$ cat config.mk
export PLATFORM = sky130hd
export DESIGN_NAME = ext2axis_ingress
export DESIGN_NICKNAME = d
export VERILOG_FILES = /design/src/rtl/bus_interfaces_pkg.sv /design/src/rtl/ext2axis_ingress.sv
export SDC_FILE = /design/constraint.sdc
export NUM_CORES = 1
export LEC_CHECK = 0
export BUFFER_PORTS_ARGS = -buffer_cell sky130_fd_sc_hd__buf_2
export CAP_MARGIN = 15
export CORE_ASPECT_RATIO = 0.7
export CORE_UTILIZATION = 32
export CTS_CLUSTER_SIZE = 25
export DETAILED_ROUTE_END_ITERATION = 8
export PLACE_DENSITY = 0.54
export SKIP_CTS_REPAIR_TIMING = 1
export SYNTH_ARGS = -nofsm -noshare
export SYNTH_HDL_FRONTEND = slang
export SYNTH_SLANG_ARGS = --single-unit
$ cat constraint.sdc
create_clock -name clk -period 5.6 [get_ports clk]
set_input_delay 1.4 -clock clk [delete_from_list [all_inputs] [get_ports clk]]
set_output_delay 1.4 -clock clk [all_outputs]
set_load 0.05 [all_outputs]
$ cat src/rtl/bus_interfaces_pkg.sv
// bus_interfaces_pkg: struct types for the external upstream bus and the AXI-Stream downstream bus
package bus_interfaces_pkg;

    typedef struct packed {
        logic        valid;
        logic [63:0] data;
        logic [7:0]  keep;
        logic        last;
    } external_m2s_t;

    typedef struct packed {
        logic ready;
    } external_s2m_t;

    typedef struct packed {
        logic        tvalid;
        logic [63:0] tdata;
        logic [7:0]  tkeep;
        logic [63:0] tuser;
        logic        tlast;
    } axis_m2s_t;

    typedef struct packed {
        logic tready;
    } axis_s2m_t;

endpackage

$ cat src/rtl/ext2axis_ingress.sv
// ext2axis_ingress: buffers external-bus beats in a FIFO and forwards them as AXI-Stream with per-beat tuser metadata
// Ports:
//   clk, rst_n   - single clock, synchronous active-low reset
//   ext_m2s_i    - upstream valid/data/keep/last
//   ext_s2m_o    - upstream ready (occupancy based only)
//   axis_m2s_o   - downstream tvalid/tdata/tkeep/tuser/tlast from the FIFO head
//   axis_s2m_i   - downstream tready
//   pkt_cnt_o    - packets delivered downstream (wrapping)
//   proto_err_o  - sticky keep-violation flag
module ext2axis_ingress
    import bus_interfaces_pkg::*;
#(
    parameter int FIFO_DEPTH    = 4,
    parameter int PKT_CNT_WIDTH = 32
) (
    input  logic                     clk,
    input  logic                     rst_n,
    input  external_m2s_t            ext_m2s_i,
    output external_s2m_t            ext_s2m_o,
    output axis_m2s_t                axis_m2s_o,
    input  axis_s2m_t                axis_s2m_i,
    output logic [PKT_CNT_WIDTH-1:0] pkt_cnt_o,
    output logic                     proto_err_o
);
    localparam int AW = $clog2(FIFO_DEPTH);

    logic [63:0]   mem_data [FIFO_DEPTH];
    logic [63:0]   mem_user [FIFO_DEPTH];
    logic [7:0]    mem_keep [FIFO_DEPTH];
    logic          mem_last [FIFO_DEPTH];
    logic [AW-1:0] wr_ptr, rd_ptr;
    logic [AW:0]   count;
    logic [15:0]   pkt_seq, beat_idx;
    logic [3:0]    keep_cnt;
    logic          keep_err, ready, valid, push, pop;
    logic [63:0]   tuser_in;

    always_comb begin
        keep_cnt = '0;
        for (int i = 0; i < 8; i++) keep_cnt = keep_cnt + 4'(ext_m2s_i.keep[i]);
    end

    assign keep_err = (!ext_m2s_i.last && ext_m2s_i.keep != 8'hFF) || ext_m2s_i.keep == 8'h00;
    assign tuser_in = {27'b0, keep_err, keep_cnt, beat_idx, pkt_seq};

    // depth is a power of two, so the occupancy MSB alone means full
    assign ready = rst_n && !count[AW];
    assign valid = rst_n && count != '0;
    assign push  = ext_m2s_i.valid && ready;
    assign pop   = valid && axis_s2m_i.tready;

    assign ext_s2m_o.ready = ready;

    always_comb begin
        axis_m2s_o        = '0;
        axis_m2s_o.tvalid = valid;
        if (valid) begin
            axis_m2s_o.tdata = mem_data[rd_ptr];
            axis_m2s_o.tkeep = mem_keep[rd_ptr];
            axis_m2s_o.tuser = mem_user[rd_ptr];
            axis_m2s_o.tlast = mem_last[rd_ptr];
        end
    end

    always_ff @(posedge clk) begin
        if (push) begin
            mem_data[wr_ptr] <= ext_m2s_i.data;
            mem_keep[wr_ptr] <= ext_m2s_i.keep;
            mem_last[wr_ptr] <= ext_m2s_i.last;
            mem_user[wr_ptr] <= tuser_in;
        end
    end

    always_ff @(posedge clk) begin
        if (!rst_n) begin
            wr_ptr      <= '0;
            rd_ptr      <= '0;
            count       <= '0;
            pkt_seq     <= '0;
            beat_idx    <= '0;
            pkt_cnt_o   <= '0;
            proto_err_o <= 1'b0;
        end else begin
            if (push) begin
                wr_ptr   <= wr_ptr + AW'(1);
                pkt_seq  <= ext_m2s_i.last ? pkt_seq + 16'd1 : pkt_seq;
                beat_idx <= ext_m2s_i.last ? 16'd0 : beat_idx + 16'(beat_idx != 16'hFFFF);
                if (keep_err) proto_err_o <= 1'b1;
            end
            if (pop) begin
                rd_ptr <= rd_ptr + AW'(1);
                if (mem_last[rd_ptr]) pkt_cnt_o <= pkt_cnt_o + PKT_CNT_WIDTH'(1);
            end
            count <= count + (AW+1)'(push) - (AW+1)'(pop);
        end
    end
endmodule

==> out/qor.yml <==
required_time_of_the_critical_path_ps: 4200
globalRouteTotalUtil_pct: 13.67
outcome: "finished, final reports clean"
worstMarginPinSlew_ps: 1003
hold_removal_path_class: "flop to flop"
initial_core_util_pct: 32.44
preCtsSetupSlack_ps: 1392
total_cts_buffers: 52
postSynthAreaPerCell_um2: 17.64
netlist_area_um2: 20540
path_max_fanout: 22
multi_input_area_um2: 5384
dpl.cell_count: 2172
setup_violators_final: 0
die_y_um: 214.0
ys_warn_count: 0
slew-limit-headroom_pct: 32.93
fmaxAchievable_ghz: 0.2377
p_leak_uw: 0.008248
drtPass1Iterations: 5
synth.yosys.seq_area_share_pct: 71.55
pwr_density_nw_per_um2: 395.9
grt_setup_unrepaired: "false"
syn2layout_area_growth_pct: 18.00
finalNetCount: 1494
synth-edff-count: 440
tritoncts_clock_tree: "yes"
crit_arrival_ps: 2810
skew_ps: 14.54
final_critical_path_setup_slack_ps: 1392
worstSetupPathType: "flop to output port"
clk_pin_slew_worst_paths_ps: 60
worstPathCellList: "buf_4 -> mux4_2 -> and2_1 -> buf_2"
remaining_drc_errors: 0
design.die.area_um2: 65210
critPathMaxStageDelay_ps: 680
clock_latency_ps: 590
core-area_um2: 63300
grt.overflow.total: 0
proportion_of_register_bits_with_asynchronous_set_or_reset_after_synthesis_pct: 0
finish.cell_count_without_fillers: 2270
weighted_congestion_reported_at_the_end_of_routability_driven_placement: 0.7539
grt_pass1_wl_um: 68730
detail_route.wirelength_um: 44360
portBuffers: 221
cts_root_buf: "sky130_fd_sc_hd__clkbuf_16"
drv_cap: 0
tritoncts_num_sinks: 514
synth_ff_type: "sky130_fd_sc_hd__edfxtp_1"
sequential_area_um2: 14700
drt_iter0_markers: 746
final_antenna_net_count: 0
drt-wirelength-per-cell_um: 19.54
vdd_drop_max_v: 0.0001905
die-width_um: 304.8
yosys_register_bits: 514
grt_start_max_net_pins: 83
via_count: 10900
period_needed_ps: 4208
clock_path_buffers: 3
post_place_instance_area_um2: 22570
critPathLaunchType: "flop"
grt_pass1_vias: 11330
stdcell_area_um2: 24230
rows: 77
top_level_ports: 249
post_drt_via_cell_ratio: 4.804
hpwlAfterDp_um: 26010
fin_tns_setup_ps: 0
fin_crit_sh_pct: 75.14
slowest_stage: "sky130_fd_sc_hd__dfxtp_4"
critical_path_sink_type: "output port"
cts_htree_levels: 2
hold_viol: 0
number_of_antenna_violations_at_the_first_check_in_global_routing: 3
fillerInstances: 5854
layout_cells_sized_above_1_pct: 30.35
timing.final.max_slew_violations: 0
post_synth_num_cell_types: 50
post_syn_instances: 1164
-- cells by family after synthesis --
group / after synthesis / share of synthesized area [%]
and+or+nand+nor: 295 / 8.372
buffers and inverters: 115 / 2.760
muxes: 121 / 12.60
other: 1 / 0.01826
adders and majority gates: 20 / 1.401
DFF: 514 / 71.55
AOI/OAI and AO/OA: 74 / 2.273
xor gates and xnor gates: 24 / 1.024
-- cell usage in the layout, fill, tap and decap left out, types with 19 or more instances in the layout --
| cell type | n |
|---|---|
| sky130_fd_sc_hd__and2_1 | 116 |
| sky130_fd_sc_hd__clkbuf_16 | 52 |
| sky130_fd_sc_hd__dfxtp_1 | 72 |
| sky130_fd_sc_hd__nand2_1 | 37 |
| sky130_fd_sc_hd__buf_2 | 221 |
| sky130_fd_sc_hd__nand3_1 | 20 |
| sky130_fd_sc_hd__nor2_1 | 25 |
| sky130_fd_sc_hd__nand4_1 | 20 |
| sky130_fd_sc_hd__o21ai_0 | 19 |
| sky130_fd_sc_hd__or3_1 | 20 |
| sky130_fd_sc_hd__edfxtp_1 | 440 |
| sky130_fd_sc_hd__a21oi_1 | 26 |
| sky130_fd_sc_hd__mux4_2 | 110 |
| sky130_fd_sc_hd__inv_1 | 28 |
| sky130_fd_sc_hd__conb_1 | 27 |
-- metrics by stage --
stage                     total power [µW]  utilization, %  hold slack, ps
final                                 9593           38.28           465.9
after global routing                 10000           38.28           499.8
after CTS                             9767           38.28           475.6
after detailed placement              6327           35.66           465.0
after global placement                6300           35.66           456.1
after floorplan                       5844               -           458.3
-- cell type report --
type	instances	area share (%)
diodes	1	0.01033
multi-input cells	561	22.22
repair buffers	238	5.504
flip-flops and latches	514	60.67
inverters	30	0.4647
clock inverters	21	0.7384
well taps	829	4.280
clock buffers	76	6.113
-- power breakdown --
group	switching, µW	internal, µW	leakage, µW	total (µW)
logic	1240	562	0.00286	1810
clock network	1470	1930	0.000816	3400
registers	69.5	4320	0.00457	4390
-- routing by layer --
layer | vias to the layer above | track usage, % | share of wire (%)
li1 | 4970 | - | -
met3 | 66 | 3.199 | 5.7
met5 | - | 0 | 0.023
met4 | 2 | 3.485 | 1.8
met1 | 5605 | 19.12 | 46
met2 | 261 | 21.43 | 46
-- sequential cells by signal (all words and copies together), names as in the netlist, named ones only --
name / count
proto_err_o: 1
mem_last: 4
pkt_cnt_o: 32
mem_keep: 32
rd_ptr: 2
mem_data: 256
mem_user: 148
count: 3
beat_idx: 16
wr_ptr: 2
pkt_seq: 16
-- path summary, 6_finish.rpt --
kind                            depth (start not counted)  slack, ps          start             end
worst min register to register                          2        470  pkt_cnt_o[31]   pkt_cnt_o[31]
worst min-delay path                                    2        470  pkt_cnt_o[31]   pkt_cnt_o[31]
worst max-delay path                                    4       1390           flop  axis_m2s_o[33]
worst max register to register                          4       2420           flop   pkt_cnt_o[18]
-- worst max-delay path: cells and delay by family, from the launching register on --
kind / cells / cell delay [ps]
flops: 1 / 680
buf+inv: 2 / 720
mux: 1 / 590
simple gates: 1 / 170
-- Yosys cell counts (2+ instances only) --
master | instances | area [µm²]
sky130_fd_sc_hd__nor2_1 | 25 | 93.84
sky130_fd_sc_hd__and4_1 | 9 | 78.83
sky130_fd_sc_hd__o31a_1 | 2 | 17.52
sky130_fd_sc_hd__mux4_2 | 110 | 2477
sky130_fd_sc_hd__and3_1 | 7 | 43.79
sky130_fd_sc_hd__nor4b_1 | 3 | 26.28
sky130_fd_sc_hd__xor2_1 | 9 | 78.83
sky130_fd_sc_hd__and2_1 | 120 | 750.7
sky130_fd_sc_hd__clkbuf_1 | 42 | 157.7
sky130_fd_sc_hd__a21oi_1 | 26 | 130.1
sky130_fd_sc_hd__o211ai_1 | 2 | 15.01
sky130_fd_sc_hd__o311ai_0 | 7 | 61.31
sky130_fd_sc_hd__nand3_1 | 20 | 100.1
sky130_fd_sc_hd__buf_2 | 12 | 60.06
sky130_fd_sc_hd__o41ai_1 | 7 | 61.31
sky130_fd_sc_hd__nand2b_1 | 8 | 50.05
sky130_fd_sc_hd__ha_1 | 15 | 187.7
sky130_fd_sc_hd__or3_1 | 20 | 125.1
sky130_fd_sc_hd__nor3_1 | 4 | 20.02
sky130_fd_sc_hd__xnor2_1 | 15 | 131.4
sky130_fd_sc_hd__inv_1 | 28 | 105.1
sky130_fd_sc_hd__or4_1 | 9 | 67.56
sky130_fd_sc_hd__buf_4 | 28 | 210.2
sky130_fd_sc_hd__buf_6 | 2 | 22.52
sky130_fd_sc_hd__o21ai_0 | 19 | 95.09
sky130_fd_sc_hd__nor4_1 | 5 | 31.28
sky130_fd_sc_hd__nand2_1 | 37 | 138.9
sky130_fd_sc_hd__mux2i_1 | 11 | 110.1
sky130_fd_sc_hd__dfxtp_1 | 74 | 1481
sky130_fd_sc_hd__o31ai_1 | 6 | 45.04
sky130_fd_sc_hd__fa_1 | 5 | 100.1
sky130_fd_sc_hd__nand4_1 | 20 | 125.1
sky130_fd_sc_hd__edfxtp_1 | 440 | 13210
Power figures use the tool's default switching activity.
